[config.mk]
export PLATFORM = sky130hd
export DESIGN_NAME = towers_field_manager_flat
export DESIGN_NICKNAME = d
export VERILOG_FILES = /design/src/rtl/towers_field_manager_if.sv /design/src/rtl/towers_field_manager.sv /design/src/flat_wrapper.sv
export SDC_FILE = /design/constraint.sdc
export NUM_CORES = 2
export LEC_CHECK = 0
export BUFFER_PORTS_ARGS = -buffer_cell sky130_fd_sc_hd__buf_2
export CAP_MARGIN = 0
export CORE_ASPECT_RATIO = 2
export CORE_MARGIN = 2
export CORE_UTILIZATION = 65
export CTS_BUF_LIST = sky130_fd_sc_hd__clkbuf_2
export CTS_CLUSTER_SIZE = 16
export DETAILED_ROUTE_END_ITERATION = 10
export PLACE_DENSITY_LB_ADDON = 0.05
export SKIP_LAST_GASP = 1
export SLEW_MARGIN = 20
export SYNTH_ARGS = -nofsm -noshare
export SYNTH_HDL_FRONTEND = slang
export SYNTH_SLANG_ARGS = --single-unit
[constraint.sdc]
create_clock -name clk -period 9.3 [get_ports clk]
set_clock_uncertainty 0.1 [all_clocks]
set_input_delay 0.465 -clock clk [delete_from_list [all_inputs] [get_ports clk]]
set_output_delay 0.465 -clock clk [all_outputs]
set_load 0.01 [all_outputs]
[src/rtl/towers_field_manager_if.sv]
// Bus bundle between the frame/pixel timing side and the tower field manager.
// The master drives frame, pixel, spawn and control requests; the slave
// answers with the per-pixel drawing result and the field status.
interface towers_field_manager_if;
    logic               startOfFrame;
    logic        [10:0] pixelX;
    logic        [10:0] pixelY;
    logic signed [10:0] spawnX;
    logic               pause;
    logic               levelUp;
    logic               hitClearValid;
    logic        [4:0]  hitClearIdx;
    logic               drawingRequest;
    logic        [10:0] offsetX;
    logic        [10:0] offsetY;
    logic        [4:0]  hitSlot;
    logic        [5:0]  activeCount;
    logic               spawnDropped;

    modport master (
        output startOfFrame, pixelX, pixelY, spawnX, pause, levelUp,
               hitClearValid, hitClearIdx,
        input  drawingRequest, offsetX, offsetY, hitSlot, activeCount,
               spawnDropped
    );

    modport slave (
        input  startOfFrame, pixelX, pixelY, spawnX, pause, levelUp,
               hitClearValid, hitClearIdx,
        output drawingRequest, offsetX, offsetY, hitSlot, activeCount,
               spawnDropped
    );
endinterface

[src/rtl/towers_field_manager.sv]
// Multi-slot falling tower manager: spawns towers on a frame timer into the
// lowest free slot, drops them with a fixed-point speed each frame, retires
// them at the screen bottom or on an external hit, ramps difficulty on
// levelUp, and resolves which tower (lowest slot wins) covers the pixel.
module towers_field_manager #(
    parameter int NUM_SLOTS      = 10,
    parameter int OBJECT_WIDTH_X = 28,
    parameter int OBJECT_HEIGHT_Y = 58,
    parameter int FP_SHIFT       = 6,
    parameter int SCREEN_WIDTH   = 640,
    parameter int SCREEN_HEIGHT  = 480,
    parameter int BASE_SPEED     = 100,
    parameter int SPEED_STEP     = 16,
    parameter int MAX_SPEED      = 400,
    parameter int SPAWN_WAIT     = 100,
    parameter int WAIT_STEP      = 10,
    parameter int MIN_SPAWN_WAIT = 30
) (
    input logic                   clk,
    input logic                   resetN,
    towers_field_manager_if.slave bus
);

    // Integer positions are 12 bits; comparisons use 13 bits so that
    // position plus object size can never wrap.
    localparam int POS_W = 12;
    localparam int FP_W  = POS_W + FP_SHIFT;
    localparam int CMP_W = 13;
    localparam int MAX_X = SCREEN_WIDTH - OBJECT_WIDTH_X;

    logic [NUM_SLOTS-1:0] r_active;
    logic [FP_W-1:0]      r_xFp [NUM_SLOTS];
    logic [FP_W-1:0]      r_yFp [NUM_SLOTS];
    logic [15:0]          r_speed;
    logic [15:0]          r_spawnWait;
    logic [15:0]          r_timer;
    logic                 r_spawnDropped;
    logic [5:0]           r_activeCount;
    logic                 r_drawingRequest;
    logic [10:0]          r_offsetX;
    logic [10:0]          r_offsetY;
    logic [4:0]           r_hitSlot;

    logic [CMP_W-1:0]     w_xPos [NUM_SLOTS];
    logic [CMP_W-1:0]     w_yPos [NUM_SLOTS];
    logic [CMP_W-1:0]     w_pixX;
    logic [CMP_W-1:0]     w_pixY;
    logic [NUM_SLOTS-1:0] w_pixHit;
    logic                 w_drawing;
    logic [10:0]          w_offX;
    logic [10:0]          w_offY;
    logic [4:0]           w_hitIdx;

    logic                 w_frameTick;
    logic                 w_spawnDue;
    logic                 w_clearValid;
    logic                 w_haveFree;
    logic [NUM_SLOTS-1:0] w_clearMask;
    logic [NUM_SLOTS-1:0] w_freeMask;
    logic [NUM_SLOTS-1:0] w_spawnMask;
    logic [10:0]          w_clampX;
    logic [5:0]           w_count;
    logic [16:0]          w_speedSum;

    assign w_pixX = CMP_W'(bus.pixelX);
    assign w_pixY = CMP_W'(bus.pixelY);

    // Integer tower positions and per-slot pixel coverage.
    always_comb begin
        for (int s = 0; s < NUM_SLOTS; s++) begin
            w_xPos[s]   = CMP_W'(r_xFp[s] >> FP_SHIFT);
            w_yPos[s]   = CMP_W'(r_yFp[s] >> FP_SHIFT);
            w_pixHit[s] = r_active[s]
                       && (w_pixX >= w_xPos[s])
                       && (w_pixX <  w_xPos[s] + CMP_W'(OBJECT_WIDTH_X))
                       && (w_pixY >= w_yPos[s])
                       && (w_pixY <  w_yPos[s] + CMP_W'(OBJECT_HEIGHT_Y));
        end
    end

    // Pick the lowest covering slot by scanning from the top index down.
    always_comb begin
        w_drawing = 1'b0;
        w_offX    = '0;
        w_offY    = '0;
        w_hitIdx  = '0;
        for (int s = NUM_SLOTS - 1; s >= 0; s--) begin
            if (w_pixHit[s]) begin
                w_drawing = 1'b1;
                w_offX    = 11'(w_pixX - w_xPos[s]);
                w_offY    = 11'(w_pixY - w_yPos[s]);
                w_hitIdx  = 5'(s);
            end
        end
    end

    assign w_frameTick  = bus.startOfFrame && !bus.pause;
    assign w_spawnDue   = w_frameTick && (r_timer == 16'd0);
    assign w_clearValid = bus.hitClearValid
                       && ({27'd0, bus.hitClearIdx} < 32'(NUM_SLOTS));

    // Decode the hit-clear request into a one-hot slot mask.
    always_comb begin
        w_clearMask = '0;
        for (int s = 0; s < NUM_SLOTS; s++) begin
            w_clearMask[s] = w_clearValid && (bus.hitClearIdx == 5'(s));
        end
    end

    // A slot is spawnable only if it was empty before this edge and is not
    // being cleared; x & -x isolates the lowest such slot.
    assign w_freeMask  = ~r_active & ~w_clearMask;
    assign w_haveFree  = |w_freeMask;
    assign w_spawnMask = w_spawnDue
                       ? (w_freeMask & (~w_freeMask + NUM_SLOTS'(1)))
                       : '0;

    // Clamp the requested spawn column onto the visible area.
    always_comb begin
        w_clampX = $unsigned(bus.spawnX);
        if (bus.spawnX < 0) begin
            w_clampX = '0;
        end else if (int'(bus.spawnX) > MAX_X) begin
            w_clampX = 11'(MAX_X);
        end
    end

    // Population count of the active flags.
    always_comb begin
        w_count = '0;
        for (int s = 0; s < NUM_SLOTS; s++) begin
            w_count = w_count + 6'(r_active[s]);
        end
    end

    assign w_speedSum = {1'b0, r_speed} + 17'(SPEED_STEP);

    // Per-slot life cycle: a clear beats everything, live towers fall or
    // retire at the bottom, and the chosen free slot takes the new tower.
    always_ff @(posedge clk) begin
        if (resetN) begin
            r_active <= '0;
            for (int s = 0; s < NUM_SLOTS; s++) begin
                r_xFp[s] <= '0;
                r_yFp[s] <= '0;
            end
        end else begin
            for (int s = 0; s < NUM_SLOTS; s++) begin
                if (w_clearMask[s]) begin
                    r_active[s] <= 1'b0;
                end else if (w_frameTick && r_active[s]) begin
                    if (w_yPos[s] >= CMP_W'(SCREEN_HEIGHT)) begin
                        r_active[s] <= 1'b0;
                    end else begin
                        r_yFp[s] <= r_yFp[s] + FP_W'(r_speed);
                    end
                end else if (w_spawnMask[s]) begin
                    r_active[s] <= 1'b1;
                    r_yFp[s]    <= '0;
                    r_xFp[s]    <= FP_W'(w_clampX) << FP_SHIFT;
                end
            end
        end
    end

    // Spawn timer and difficulty ramp; a new level is only seen by later frames.
    always_ff @(posedge clk) begin
        if (resetN) begin
            r_speed        <= 16'(BASE_SPEED);
            r_spawnWait    <= 16'(SPAWN_WAIT);
            r_timer        <= 16'(SPAWN_WAIT);
            r_spawnDropped <= 1'b0;
        end else begin
            r_spawnDropped <= w_spawnDue && !w_haveFree;
            if (w_frameTick) begin
                r_timer <= (r_timer != 16'd0) ? r_timer - 16'd1 : r_spawnWait;
            end
            if (bus.levelUp) begin
                r_speed <= (w_speedSum > 17'(MAX_SPEED))
                         ? 16'(MAX_SPEED) : w_speedSum[15:0];
                r_spawnWait <= (r_spawnWait >= 16'(MIN_SPAWN_WAIT + WAIT_STEP))
                             ? r_spawnWait - 16'(WAIT_STEP)
                             : 16'(MIN_SPAWN_WAIT);
            end
        end
    end

    // Registered pixel result and field status.
    always_ff @(posedge clk) begin
        if (resetN) begin
            r_drawingRequest <= 1'b0;
            r_offsetX        <= '0;
            r_offsetY        <= '0;
            r_hitSlot        <= '0;
            r_activeCount    <= '0;
        end else begin
            r_drawingRequest <= w_drawing;
            r_offsetX        <= w_offX;
            r_offsetY        <= w_offY;
            r_hitSlot        <= w_hitIdx;
            r_activeCount    <= w_count;
        end
    end

    assign bus.drawingRequest = r_drawingRequest;
    assign bus.offsetX        = r_offsetX;
    assign bus.offsetY        = r_offsetY;
    assign bus.hitSlot        = r_hitSlot;
    assign bus.activeCount    = r_activeCount;
    assign bus.spawnDropped   = r_spawnDropped;

endmodule

[src/flat_wrapper.sv]
// flat-port wrapper written by rule: the top's interface ports become plain ports
module towers_field_manager_flat 
#(
    parameter int NUM_SLOTS      = 10,
    parameter int OBJECT_WIDTH_X = 28,
    parameter int OBJECT_HEIGHT_Y = 58,
    parameter int FP_SHIFT       = 6,
    parameter int SCREEN_WIDTH   = 640,
    parameter int SCREEN_HEIGHT  = 480,
    parameter int BASE_SPEED     = 100,
    parameter int SPEED_STEP     = 16,
    parameter int MAX_SPEED      = 400,
    parameter int SPAWN_WAIT     = 100,
    parameter int WAIT_STEP      = 10,
    parameter int MIN_SPAWN_WAIT = 30
)
  (clk, resetN, bus_startOfFrame, bus_pixelX, bus_pixelY, bus_spawnX, bus_pause, bus_levelUp, bus_hitClearValid, bus_hitClearIdx, bus_drawingRequest, bus_offsetX, bus_offsetY, bus_hitSlot, bus_activeCount, bus_spawnDropped);
  towers_field_manager_if bus_i ();
  input logic clk;
  input logic resetN;
  input wire logic [$bits(bus_i.startOfFrame)-1:0] bus_startOfFrame;
  input wire logic [$bits(bus_i.pixelX)-1:0] bus_pixelX;
  input wire logic [$bits(bus_i.pixelY)-1:0] bus_pixelY;
  input wire logic [$bits(bus_i.spawnX)-1:0] bus_spawnX;
  input wire logic [$bits(bus_i.pause)-1:0] bus_pause;
  input wire logic [$bits(bus_i.levelUp)-1:0] bus_levelUp;
  input wire logic [$bits(bus_i.hitClearValid)-1:0] bus_hitClearValid;
  input wire logic [$bits(bus_i.hitClearIdx)-1:0] bus_hitClearIdx;
  output wire logic [$bits(bus_i.drawingRequest)-1:0] bus_drawingRequest;
  output wire logic [$bits(bus_i.offsetX)-1:0] bus_offsetX;
  output wire logic [$bits(bus_i.offsetY)-1:0] bus_offsetY;
  output wire logic [$bits(bus_i.hitSlot)-1:0] bus_hitSlot;
  output wire logic [$bits(bus_i.activeCount)-1:0] bus_activeCount;
  output wire logic [$bits(bus_i.spawnDropped)-1:0] bus_spawnDropped;
  assign bus_i.startOfFrame = bus_startOfFrame;
  assign bus_i.pixelX = bus_pixelX;
  assign bus_i.pixelY = bus_pixelY;
  assign bus_i.spawnX = bus_spawnX;
  assign bus_i.pause = bus_pause;
  assign bus_i.levelUp = bus_levelUp;
  assign bus_i.hitClearValid = bus_hitClearValid;
  assign bus_i.hitClearIdx = bus_hitClearIdx;
  assign bus_drawingRequest = bus_i.drawingRequest;
  assign bus_offsetX = bus_i.offsetX;
  assign bus_offsetY = bus_i.offsetY;
  assign bus_hitSlot = bus_i.hitSlot;
  assign bus_activeCount = bus_i.activeCount;
  assign bus_spawnDropped = bus_i.spawnDropped;
  towers_field_manager #(.NUM_SLOTS(NUM_SLOTS), .OBJECT_WIDTH_X(OBJECT_WIDTH_X), .OBJECT_HEIGHT_Y(OBJECT_HEIGHT_Y), .FP_SHIFT(FP_SHIFT), .SCREEN_WIDTH(SCREEN_WIDTH), .SCREEN_HEIGHT(SCREEN_HEIGHT), .BASE_SPEED(BASE_SPEED), .SPEED_STEP(SPEED_STEP), .MAX_SPEED(MAX_SPEED), .SPAWN_WAIT(SPAWN_WAIT), .WAIT_STEP(WAIT_STEP), .MIN_SPAWN_WAIT(MIN_SPAWN_WAIT)) u_core (.clk(clk), .resetN(resetN), .bus(bus_i));
endmodule
==> metrics.sh <==
HOLD_PATH.CLASS='in -> reg'
CRIT_START='u_core.r_yFp[0][43]'
DP_HPWL_MM=95.5
DRIVE_ABOVE_1_SHARE=0.0766
H-TREE-DEPTH=3
YOSYSUNIQUECELLTYPES=78
ASYNC_RESET_FF_FRAC=0
CRITICAL_PATH.STARTPOINT_TYPE='register'
POST-SYNTH-TOP-AREA-CELL='edfxtp_1'
CRITICAL_PATH_PEAK_FANOUT=23
REMAINING_DRC_ERRORS=0
SYNTH_LARGEST_TYPE_AREA_FRACTION=0.215
FIRST_PASS_ITERS=6
ROUTE.MET3.WL_MM=11.3
SYNTHTOPCELLSBYAREA='edfxtp_1, ha_1, xnor2_1'
MAXCAPVIOLCOUNT=0
YOSYS_REGISTER_BITS=346
DR_WL_MET2_MM=58.8
SHARE_OF_SYNTHESIZED_AREA_OCCUPIED_BY_FLIP_FLOPS_AND_LATCHES=0.263
MAXUSEDROUTINGLAYER='met5'
WORST_SLEW_PIN_SLEW_PS=1270
NETLIST_TOP_CELLS_COUNT='ha_1, nor2_1, inv_1'
SHARE_COMB_OF_TOTAL_POWER=0.297
CTS_POST_SETUP_BUFFERS_INSERTED=0
MIN_CYCLE_TIME_LAYOUT_PS=5200
FINAL_WL_MM=127
NETLIST_INSTANCES=4225
CRITICAL_PATH.REG2REG.STARTPOINT='u_core.r_yFp[0][43]'
DIE-WIDTH_UM=171
TOTAL_LEAKAGE_POWER_nW=16.6
SEQPWRFRAC=0.426
SYNTH_ENABLE_FLOP_CELLS=260
SLEW_VIOL_FINAL=0
GRT_OVERFLOW=0
REPORT.FINAL.HOLD_VIOL_COUNT=0
DESIGN.DIE.AREA_SQ_UM=57800
FINALSETUPVIOLCOUNT=0
DOMINANT_REGISTER_CELL_IN_THE_SYNTHESIZED_NETLIST='edfxtp_1'
FP-ROW-COUNT=122
FINAL_CRITICAL_PATH_SETUP_SLACK_PS=4100
COUNT_OF_VIAS_PLACED_BY_THE_DETAILED_ROUTER=34500
IO-PIN-COUNT=79
CP-END-KIND='register'
PLACE.PORT_BUFFERS=75
FINALNETCOUNT=5047
SWSHARE=0.369
SYNTH.CELL_AREA_SQ_UM=36300
HP-START='bus_spawnX[7]'
INITIAL_CELL_DENSITY_OF_THE_CORE=0.656
GRT_MAX_DEGREE=42
REPORT.POWER.TOTAL_mW=4.16
CLK_PIN_SLEW_WORST_PATHS_PS=140
ACHIEVABLE-FREQUENCY_MHz=192
CRITICAL_PATH_ARRIVAL_PS=6140
CRITICALPATHCATEGORY='reg -> reg'
DESIGN.CORE.AREA_SQ_UM=55300
NET_SWITCHING_POWER_OF_THE_DESIGN_mW=1.54
CP.REQUIRED_PS=10250
MOST_USED_STANDARD_CELL_BY_INSTANCE_COUNT_AFTER_SYNTHESIS='ha_1'
SYNTH-WARNING-COUNT=0
ROUTE.DETAILED.WL_PER_INST_UM=24.3
GLOBAL_ROUTE_USAGE_OVER_ALL_LAYERS=0.437
INITIALDRTVIOLATIONCOUNT=2983
SYN2LAYOUT_AREA_GROWTH_PCT=7.24
ROOT_BUFFER='clkbuf_2'
POWER.INTERNAL_mW=2.62
NUMBER_OF_GLOBAL_ROUTE_VIAS_BEFORE_REPAIR=33700
POWER-PER-CELL-AREA_nW_PER_UM2=107
GRT_SETUP_UNREPAIRED='false'
OUTCOME='completed'
CLK_LATENCY_PS=1180
DETAIL_ROUTE.VIAS_PER_CELL=6.59
CTS_TREE='built'
SYNTH_AREA_PER_CELL_SQ_UM=8.58
GPL.FINAL_WEIGHTED_CONGESTION=1.07
ROUTEDLENGTHMET1_MM=43.0
POWER.IR.VDD_WORST_V=0.000114
POSTCTSRESIZEDCELLS=0
WORST_SLEW_MARGIN_REL=0.149
FINAL_MIN_PERIOD_OVER_CLOCK_PERIOD=0.559
CLKSINKCOUNT=346
DETAILEDPLACE.WORSTSLACK_PS=3940
CLOCKPOWERSHARE=0.277
CTS_MAX_PATH_BUFFERS=3
ANTENNA_VIOLATIONS_BEFORE_REPAIR=16
CTS_MADE_BUFFERS=85
TOTALNEGATIVESETUPSLACK_PS=0
GRT_FIRST_PASS_WIRELENGTH_MM=189
DIE_H_UM=338
FINAL_ANTENNA_NET_COUNT=0
==> power by group through the flow <==
stage          sequential, mW  clock, mW  combinational [mW]
2_1_floorplan            1.78          0               0.831
3_3_place_gp             1.80          0                1.16
3_5_place_dp             1.80          0                1.18
4_1_cts                  1.77       1.16                1.19
5_1_grt                  1.78       1.22                1.34
6_report                 1.77       1.15                1.23
==> critical path, stage by stage, from the launching register on <==
cell	delay [ps]
edfxtp_1	530
a2111oi_1	850
nor2b_1	140
xnor2_1	160
ha_1	300
a211o_1	310
a31oi_1	160
a21oi_1	80
and3_1	180
a2111oi_1	690
nand2_1	720
o31ai_1	530
a2111oi_0	130
o31ai_1	240
==> path summary, 6_finish.rpt <==
kind	slack [ps]	to	depth (start not counted)
setup / recovery	4100	u_core.bus.offsetY[3]	13
hold / removal	90	u_core.r_xFp[0][95]	3
setup reg to reg	4100	u_core.bus.offsetY[3]	13
hold reg to reg	370	u_core.r_speed[9]	1
==> placed cells by master (no fill, tap or decap), types with 86 or more instances in the layout <==
master	synthesis	layout
ha_1	560	560
nor2_1	471	471
inv_1	331	331
a21oi_1	307	307
xnor2_1	277	277
edfxtp_1	260	260
nand2_1	222	221
o21ai_0	205	204
nor3_1	155	154
xor2_1	124	124
nand3_1	121	121
clkbuf_2	0	119
dfxtp_1	86	86
==> cell families after synthesis <==
logic type | synth area share
adders and majority gates | 0.213
xor gates and xnor gates | 0.0969
AOI/OAI and AO/OA | 0.198
buffers and inverters | 0.0434
DFF | 0.263
muxes | 0.00428
and+or+nand+nor | 0.181
other | 0.000103
==> flip-flops by register name, summed over array words and instances (netlist names) <==
register and count:
u_core.bus.offsetY 11, u_core.bus.offsetX 11, u_core.r_xFp 100, u_core.r_yFp 160, u_core.r_timer 16, u_core.bus.drawingRequest 1
u_core.r_speed 13, u_core.r_active 10, u_core.r_spawnWait 15, u_core.bus.hitSlot 4, u_core.bus.spawnDropped 1, u_core.bus.activeCount 4
==> routing by layer <==
metal,vias up,track usage
li1,15900,-
met1,16200,0.454
met2,1651,0.712
met3,689,0.109
met4,12,0.413
met5,-,0
==> area by class of cell <==
class | instances | area (sq um)
Antenna cell | 8 | 20.0
Clock buffer | 119 | 596
Clock inverter | 40 | 263
Fill cell | 4768 | 16400
Inverter | 331 | 1240
Multi-Input combinational cell | 3489 | 25300
Sequential cell | 346 | 9530
Tap cell | 744 | 931
Timing Repair Buffer | 154 | 1030
==> stage by stage <==
step | hold slack, ps | area, sq um | util | instances
floorplan | 344 | 36300 | - | 4247
global placement | 344 | 37800 | 0.683 | 5040
detailed placement | 345 | 37800 | 0.683 | 5040
CTS | 33.1 | 38900 | 0.703 | 5223
global route | 75.2 | 38900 | 0.703 | 5225
finish | 93.3 | 38900 | 0.704 | 5231
==> timing repair <==
item                                    4_1_cts  5_1_grt
endpoints found under the setup margin        0        0
hold buffers                                 24        0
endpoints found under the hold margin        77        0
(Power assumes the default switching activity.)
